### config.mk
export PLATFORM = sky130hd
export DESIGN_NAME = cop0_intc_flat
export DESIGN_NICKNAME = d
export VERILOG_FILES = /design/src/rtl/cop0_intc_if.sv /design/src/rtl/cop0_intc.sv /design/src/flat_wrapper.sv
export SDC_FILE = /design/constraint.sdc
export NUM_CORES = 1
export LEC_CHECK = 0
export ABC_AREA = 0
export BUFFER_PORTS_ARGS = -buffer_cell sky130_fd_sc_hd__buf_2
export CAP_MARGIN = 20
export CORE_UTILIZATION = 42
export CTS_CLUSTER_DIAMETER = 120
export CTS_CLUSTER_SIZE = 25
export DETAILED_ROUTE_END_ITERATION = 8
export PLACE_DENSITY = 0.81
export SETUP_SLACK_MARGIN = 0.02
export SLEW_MARGIN = 5
export SYNTH_ARGS = -nofsm -noshare
export SYNTH_HDL_FRONTEND = slang
export SYNTH_SLANG_ARGS = --single-unit
### constraint.sdc
create_clock -name clk -period 2.1 [get_ports clk]
set_input_delay 0.63 -clock clk [delete_from_list [all_inputs] [get_ports clk]]
set_output_delay 0.63 -clock clk [all_outputs]
set_load 0.01 [all_outputs]
### src/rtl/cop0_intc_if.sv
// cop0_intc_if: core-side bus of the COP0 interrupt controller (mtc0/mfc0, take/eret handshake)
interface cop0_intc_if;
   logic        stall;
   logic [4:0]  cp0_addr;
   logic        cp0_we;
   logic [31:0] cp0_wdata;
   logic [31:0] cp0_rdata;
   logic        irq_req;
   logic        irq_taken;
   logic [31:0] irq_epc_in;
   logic        eret;
   logic [31:0] epc_out;
   logic [31:0] vector_out;
   modport master (
      output stall, cp0_addr, cp0_we, cp0_wdata, irq_taken, irq_epc_in, eret,
      input  cp0_rdata, irq_req, epc_out, vector_out
   );
   modport slave (
      input  stall, cp0_addr, cp0_we, cp0_wdata, irq_taken, irq_epc_in, eret,
      output cp0_rdata, irq_req, epc_out, vector_out
   );
endinterface

### src/rtl/cop0_intc.sv
// cop0_intc: COP0 interrupt controller (STATUS/CAUSE/EPC); COP0_TIMER_EN adds COUNT/COMPARE timer
module cop0_intc #(
   parameter int          NUM_IRQ = 8,
   parameter logic [31:0] VECTOR  = 32'hC000_0000
) (
   input  logic               clk,
   input  logic               rst_n,
   input  logic [NUM_IRQ-1:0] irq_src,
   cop0_intc_if.slave         bus
);
`ifdef COP0_TIMER_EN
   localparam int NT = 1;
`else
   localparam int NT = 0;
`endif
   localparam int NM = NUM_IRQ + NT;
   logic [NUM_IRQ-1:0] s1_q, s1_d, s2_q, s2_d, prev_q, prev_d, ip_q, ip_d, edge_w;
   logic [NM-1:0]      im_q, im_d, pend;
   logic               ie_q, ie_d, exl_q, exl_d;
   logic [4:0]         exc_q, exc_d, win;
   logic [31:0]        epc_q, epc_d, status_w, cause_w, timer_rd;
   logic               wr, wr_st, wr_ca, wr_epc, take, ret;
   logic               unused_w;
   assign wr      = bus.cp0_we & ~bus.stall;
   assign wr_st   = wr & (bus.cp0_addr == 5'd12);
   assign wr_ca   = wr & (bus.cp0_addr == 5'd13);
   assign wr_epc  = wr & (bus.cp0_addr == 5'd14);
   assign edge_w  = s2_q & ~prev_q;
   assign bus.irq_req    = ie_q & ~exl_q & |(pend & im_q);
   assign take           = bus.irq_taken & ~bus.stall & bus.irq_req;
   assign ret            = bus.eret & ~bus.stall;
   assign bus.epc_out    = epc_q;
   assign bus.vector_out = VECTOR;
   assign unused_w       = ^{bus.cp0_wdata[31:8+NM], bus.cp0_wdata[7:2]};
`ifdef COP0_TIMER_EN
   logic [31:0] count_q, count_d, compare_q, compare_d;
   logic        tip_q, tip_d, wr_cnt, wr_cmp;
   assign wr_cnt = wr & (bus.cp0_addr == 5'd9);
   assign wr_cmp = wr & (bus.cp0_addr == 5'd11);
   assign pend   = {tip_q, ip_q};
   always_comb begin
      count_d   = wr_cnt ? bus.cp0_wdata : bus.stall ? count_q : count_q + 32'd1;
      compare_d = wr_cmp ? bus.cp0_wdata : compare_q;
      tip_d     = wr_cmp ? 1'b0 : tip_q | (count_q == compare_q);
      timer_rd  = (bus.cp0_addr == 5'd9) ? count_q : (bus.cp0_addr == 5'd11) ? compare_q : '0;
   end
   always_ff @(posedge clk or negedge rst_n)
      if (!rst_n) begin
         count_q   <= '0;
         compare_q <= '0;
         tip_q     <= 1'b0;
      end else begin
         count_q   <= count_d;
         compare_q <= compare_d;
         tip_q     <= tip_d;
      end
`else
   assign pend     = ip_q;
   assign timer_rd = '0;
`endif
   // fixed priority: scanning downwards leaves the lowest set index
   always_comb begin
      win = '0;
      for (int i = NM - 1; i >= 0; i--)
         if (pend[i] & im_q[i]) win = 5'(i);
   end
   always_comb begin
      s1_d   = irq_src;
      s2_d   = s1_q;
      prev_d = s2_q;
      ip_d   = (ip_q & ~(wr_ca ? bus.cp0_wdata[8+:NUM_IRQ] : '0)) | edge_w;
      im_d   = wr_st ? bus.cp0_wdata[8+:NM] : im_q;
      ie_d   = take ? 1'b0 : wr_st ? bus.cp0_wdata[0] : ret ? 1'b1 : ie_q;
      exl_d  = take ? 1'b1 : wr_st ? bus.cp0_wdata[1] : ret ? 1'b0 : exl_q;
      exc_d  = take ? win : exc_q;
      epc_d  = take ? bus.irq_epc_in : wr_epc ? bus.cp0_wdata : epc_q;
      status_w         = '0;
      status_w[0]      = ie_q;
      status_w[1]      = exl_q;
      status_w[8+:NM]  = im_q;
      cause_w          = '0;
      cause_w[8+:NM]   = pend;
      cause_w[6:2]     = exc_q;
      bus.cp0_rdata = (bus.cp0_addr == 5'd12) ? status_w :
                      (bus.cp0_addr == 5'd13) ? cause_w  :
                      (bus.cp0_addr == 5'd14) ? epc_q    : timer_rd;
   end
   always_ff @(posedge clk or negedge rst_n)
      if (!rst_n) begin
         s1_q   <= '0;
         s2_q   <= '0;
         prev_q <= '0;
         ip_q   <= '0;
         im_q   <= '0;
         ie_q   <= 1'b0;
         exl_q  <= 1'b0;
         exc_q  <= '0;
         epc_q  <= '0;
      end else begin
         s1_q   <= s1_d;
         s2_q   <= s2_d;
         prev_q <= prev_d;
         ip_q   <= ip_d;
         im_q   <= im_d;
         ie_q   <= ie_d;
         exl_q  <= exl_d;
         exc_q  <= exc_d;
         epc_q  <= epc_d;
      end
endmodule

### src/flat_wrapper.sv
// flat-port wrapper written by rule: the top's interface ports become plain ports
module cop0_intc_flat 
#(
   parameter int          NUM_IRQ = 8,
   parameter logic [31:0] VECTOR  = 32'hC000_0000
)
  (clk, rst_n, irq_src, bus_stall, bus_cp0_addr, bus_cp0_we, bus_cp0_wdata, bus_irq_taken, bus_irq_epc_in, bus_eret, bus_cp0_rdata, bus_irq_req, bus_epc_out, bus_vector_out);
  cop0_intc_if bus_i ();
  input  logic clk;
  input  logic rst_n;
  input  logic [NUM_IRQ-1:0] irq_src;
  input wire logic [$bits(bus_i.stall)-1:0] bus_stall;
  input wire logic [$bits(bus_i.cp0_addr)-1:0] bus_cp0_addr;
  input wire logic [$bits(bus_i.cp0_we)-1:0] bus_cp0_we;
  input wire logic [$bits(bus_i.cp0_wdata)-1:0] bus_cp0_wdata;
  input wire logic [$bits(bus_i.irq_taken)-1:0] bus_irq_taken;
  input wire logic [$bits(bus_i.irq_epc_in)-1:0] bus_irq_epc_in;
  input wire logic [$bits(bus_i.eret)-1:0] bus_eret;
  output wire logic [$bits(bus_i.cp0_rdata)-1:0] bus_cp0_rdata;
  output wire logic [$bits(bus_i.irq_req)-1:0] bus_irq_req;
  output wire logic [$bits(bus_i.epc_out)-1:0] bus_epc_out;
  output wire logic [$bits(bus_i.vector_out)-1:0] bus_vector_out;
  assign bus_i.stall = bus_stall;
  assign bus_i.cp0_addr = bus_cp0_addr;
  assign bus_i.cp0_we = bus_cp0_we;
  assign bus_i.cp0_wdata = bus_cp0_wdata;
  assign bus_i.irq_taken = bus_irq_taken;
  assign bus_i.irq_epc_in = bus_irq_epc_in;
  assign bus_i.eret = bus_eret;
  assign bus_cp0_rdata = bus_i.cp0_rdata;
  assign bus_irq_req = bus_i.irq_req;
  assign bus_epc_out = bus_i.epc_out;
  assign bus_vector_out = bus_i.vector_out;
  cop0_intc #(.NUM_IRQ(NUM_IRQ), .VECTOR(VECTOR)) u_core (.clk(clk), .rst_n(rst_n), .irq_src(irq_src), .bus(bus_i));
endmodule
== After elaboration in Yosys (flattened, before gate mapping) ==
Index checks and enable logic that the tools add are counted.

* Output and inout port bits: 97
* Bits in registers: 79
* Logic and storage cells: 60

* Multiplexer cells: 20
* Equality and inequality tests: 3
* Reduce and logical (&&, ||, !) cells: 3
* Bitwise logic cells: 25

{| class="wikitable"
|+ Operators by type and width
! kind !! count
|-
| 32-bit 2-to-1 mux || 5
|-
| 5-bit 2-to-1 mux || 7
|-
| 8-bit AND || 3
|-
| 1-bit AND || 17
|-
| 8-bit NOT || 2
|-
| 5-bit by 4-bit == test with 1-bit output, second input constant || 3
|-
| 8-bit 2-to-1 mux || 1
|-
| 8-bit bitwise OR || 1
|-
| 8-bit OR reduction || 1
|-
| 1-bit 2-to-1 mux || 6
|-
| 3-bit 2-to-1 mux || 1
|-
| 3-bit nonzero test || 1
|-
| 1-bit NOT || 2
|-
| 2-bit nonzero test || 1
|}

== Depth between registers and ports, before layout ==
* Depth after elaboration: 9
* Gate-level depth with buffers: 6
* Gate-level depth less buffers: 4

== Worst setup path after synthesis ==
Ideal clock, no wire load.

* Path type: input to output
* Start: input port bus_cp0_addr[3]
* End: output port bus_cp0_rdata[10]
* Buffers on the path: 1
* Data required time: 1.470 ns
* Path slack: -0.127 ns
* Stages: 5
* Arrival time: 1.597 ns
* Cell sequence: nand2_1 -> nor3_1 -> clkbuf_1 -> a22oi_1 -> nand2_1

* Word-level cells in the longest chain between the ends: 4

{| class="wikitable"
|+ Ends and longest elaborated chain
! item !! line !! RTL
|-
| start, declared || flat_wrapper.sv:13 || <nowiki>input wire logic [$bits(bus_i.cp0_addr)-1:0] bus_cp0_addr;</nowiki>
|-
| 5-bit by 4-bit == test with 1-bit output || cop0_intc.sv:86 || <nowiki>(bus.cp0_addr == 5'd14) ? epc_q : timer_rd;</nowiki>
|-
| 32-bit 2-to-1 mux || cop0_intc.sv:86 ||
|-
| 32-bit 2-to-1 mux || cop0_intc.sv:85 || <nowiki>(bus.cp0_addr == 5'd13) ? cause_w :</nowiki>
|-
| 32-bit 2-to-1 mux * || cop0_intc.sv:84 || <nowiki>bus.cp0_rdata = (bus.cp0_addr == 5'd12) ? status_w :</nowiki>
|-
| end, declared || flat_wrapper.sv:19 || <nowiki>output wire logic [$bits(bus_i.cp0_rdata)-1:0] bus_cp0_rdata;</nowiki>
|}

Mark *: on every way between the ends. The rest lies on a longest branch, timed or not.

== Final worst setup path ==
* Start: input port bus_cp0_addr[1]
* End: output port bus_cp0_rdata[20]

The elaborated chain is that of the path after synthesis.

==> flow_summary_export.csv <==
group,metric,value,unit
die,die-area,0.00913,mm²
setup_path,cp-start-kind,"primary input",
clocking,cts_made_buffers,9,
timing,hold_violations,0,
detailed_routing,viasPerCell,5.01,
global_route,first_global_vias,3028,
global_route,grt_start_max_net_pins,49,
synthesis,ys_warn_count,0,
setup_path,max_stage_delay,0.31,ns
detailed_routing,wirelength,9710,µm
cells_and_area,final_area,0.00515,mm²
synthesis,synth_ff_type,"dfrtp_1",
clocking,clkSinkCount,77,
global_route,grt.met1_usage,25.4,%
cells_and_area,finalNetCount,605,
timing,slew_violations,0,
synthesis,syn_area,0.00367,mm²
flow_run,cap_violations,0,
global_route,top_usage_layer,"met2",
pwr,peakVddDrop,0.410,mV
detailed_routing,wire_per_inst,15.4,µm
setup_path,worstSetupPathType,"in2out",
setup_path,crit_chain,"buf_8 > inv_6 > nor4_4 > buf_4 > buf_8 > and2_1 > buf_2",
detailed_routing,first_pass_iters,4,
pwr,leakage,2.53,nW
timing,max_freq,439,MHz
setup_path,crit_path_max_fanout,11,
placed_design,gp_congestion,0.768,
detailed_routing,via_count,3165,
global_route,track_usage,21.7,%
detailed_routing,route.detailed.drc,0,
synthesis,syn_area_per_cell,10.6,µm²
timing,fin_crit_sh,108,%
timing,grt_setup_unrepaired,"true",
detailed_routing,ant_nets,0,
placed_design,post-place-cells,605,
die,core-area,0.00834,mm²
clocking,clock_path_buffers,2,
die,num_rows,33,
cells_and_area,layout_common_cells,"buf_2 (131), dfrtp_1 (77), nand2_1 (60), mux2i_1 (32), conb_1 (32)",
cells_and_area,synthToLayoutAreaGrowth,40.0,%
global_route,antenna_found_initial,0,
setup_path,arrival,1.65,ns
clocking,cts_root_buf,"clkbuf_8",
pwr,p_per_area,922,mW/mm²
timing,hold-worst-slack,0.227,ns
cells_and_area,fin_cells,632,
timing,fin_skew,0.00755,ns
synthesis,yosys.area_share.simple,13.7,%
cells_and_area,finish.utilization,61.7,%
synthesis,synthAdderAreaFrac,0,%
synthesis,synth_mux_area_share,11.2,%
timing,fin_setup_tns,-4.93,ns
synthesis,yosys.cell_types.count,31,
synthesis,synth_seq_cells,77,
setup_path,cp_common_cell,"buf_8",
timing,finalSetupViolCount,33,
clocking,path_clk_slew,0.08,ns
die,die_w,95.5,µm
placed_design,dp_hpwl,6700,µm
placed_design,postPlaceCellArea,0.00458,mm²
cells_and_area,final_common_cell,"buf_2",
timing,post-route-min-period,2.28,ns
die,ios,180,
cells_and_area,diodes,0,
hold_path,hold_class,"in2async",
pwr,power,4.74,mW
global_route,grt_pass1_wl,14800,µm
global_route,grt-ovfl-total,0,
synthesis,synth_cells,347,
synthesis,seq_area_frac_synth,52.4,%
run_status,violations,"setup timing",
setup_path,cp.required,1.47,ns
clocking,cts_tree,"done",
synthesis,synth-edff-count,0,
synthesis,synthXorXnorAreaFrac,0,%
synthesis,synth-compound-area-share,12.3,%
run_status,status,"complete, but fails checks",
placed_design,io_buffer_count,147,
clocking,ctsHoldBuffers,0,
clocking,htreeDepth,3,
detailed_routing,drt_iter0_drc,120,
setup_path,end_kind,"output pin",
global_route,use_met3,3.19,%
die,start_util,44.1,%
setup_path,cpMaxStageDelayCell,"nor4_4",
synthesis,async_flop_share,100,%
clocking,clock_latency,0.34,ns
global_route,met2_usage,39.7,%
cells_and_area,layout-drive-gt1-share,44.2,%
timing,setup_ws,-0.176,ns
placed_design,dp_slack,-0.230,ns
synthesis,synth_top_family_by_area,"simple AND/OR/NAND/NOR gates",
die,die_height,95.5,µm
-- logic make-up after synthesis --
| group | Yosys count |
|---|---|
| other | 2 |
| buffers and inverters | 59 |
| flip-flops | 77 |
| multiplexers | 40 |
| AND/OR/NAND/NOR | 100 |
| AO/OA/AOI/OAI | 69 |
-- report_power, final --
| group | total [mW] | internal, mW | switching (mW) |
|---|---|---|---|
| Sequential | 2.16 | 1.86 | 0.294 |
| Combinational | 1.37 | 0.634 | 0.734 |
| Clock | 1.22 | 0.675 | 0.545 |
| Total | 4.74 | 3.17 | 1.57 |
-- registers in the layout (all words and copies together), names as in the netlist --
| signal | cells |
|---|---|
| u_core.ie_q | 1 |
| u_core.prev_d | 8 |
| u_core.bus.epc_out | 32 |
| u_core.prev_q | 8 |
| u_core.s1_q | 8 |
| u_core.ip_q | 8 |
| u_core.exl_q | 1 |
| u_core.exc_q | 3 |
| u_core.im_q | 8 |
-- per-layer routing --
| layer | up-vias | wire length, µm |
|---|---|---|
| met5 | - | 0 |
| met4 | 0 | 144 |
| met3 | 13 | 472 |
| met2 | 115 | 5140 |
| met1 | 1558 | 3950 |
| li1 | 1479 | - |
-- cell usage after synthesis (2+ instances only) --
master | count | area, µm²
dfrtp_1 | 77 | 1930
nand2_1 | 62 | 233
buf_4 | 32 | 240
mux2i_1 | 32 | 320
o21ai_1 | 30 | 150
and2_1 | 19 | 119
a22o_1 | 13 | 114
a22oi_1 | 13 | 97.6
inv_1 | 11 | 41.3
clkbuf_1 | 8 | 30.0
mux2_2 | 8 | 90.1
nor2_1 | 6 | 22.5
a21oi_1 | 4 | 20.0
buf_6 | 4 | 45.0
buf_2 | 3 | 15.0
nand2b_1 | 3 | 18.8
nor4_2 | 3 | 37.5
o21ai_0 | 3 | 15.0
a32o_1 | 2 | 20.0
conb_1 | 2 | 7.51
nor3_1 | 2 | 10.0
-- what timing repair did --
action,CTS,global route
gates cloned,3,1
setup buffers,4,3
setup endpoints to repair,33,33
gates resized for setup,54,13
pin swaps,21,19
-- path summary, 6_finish.rpt --
check	to	slack, ns	startpoint	depth (start not counted)
worst max register to register	u_core.bus.epc_out[12]	0.50	u_core.ip_q[4]	6
max in group asynchronous	u_core.bus.epc_out[5]	1.29	rst_n	2
min in group clk	u_core.prev_d[6]	0.35	u_core.s1_q[6]	0
worst max-delay path	bus_cp0_rdata[20]	-0.18	bus_cp0_addr[1]	7
worst min-delay path	u_core.prev_d[4]	0.23	rst_n	1
worst min register to register	u_core.prev_d[6]	0.35	u_core.s1_q[6]	0
-- worst max-delay path: cells and delay by family --
kind                   cells  cell delay (ns)
buffers and inverters      5             0.57
AND/OR/NAND/NOR            2             0.44
-- cell type report --
type	count	area (µm²)
Timing Repair Buffer	181	1190
Inverter	12	50.0
Tap cell	105	131
Fill cell	724	3190
Clock buffer	11	131
Sequential cell	77	1930
Clock inverter	5	85.1
Multi-Input combinational cell	241	1630
(Power assumes the default switching activity.)
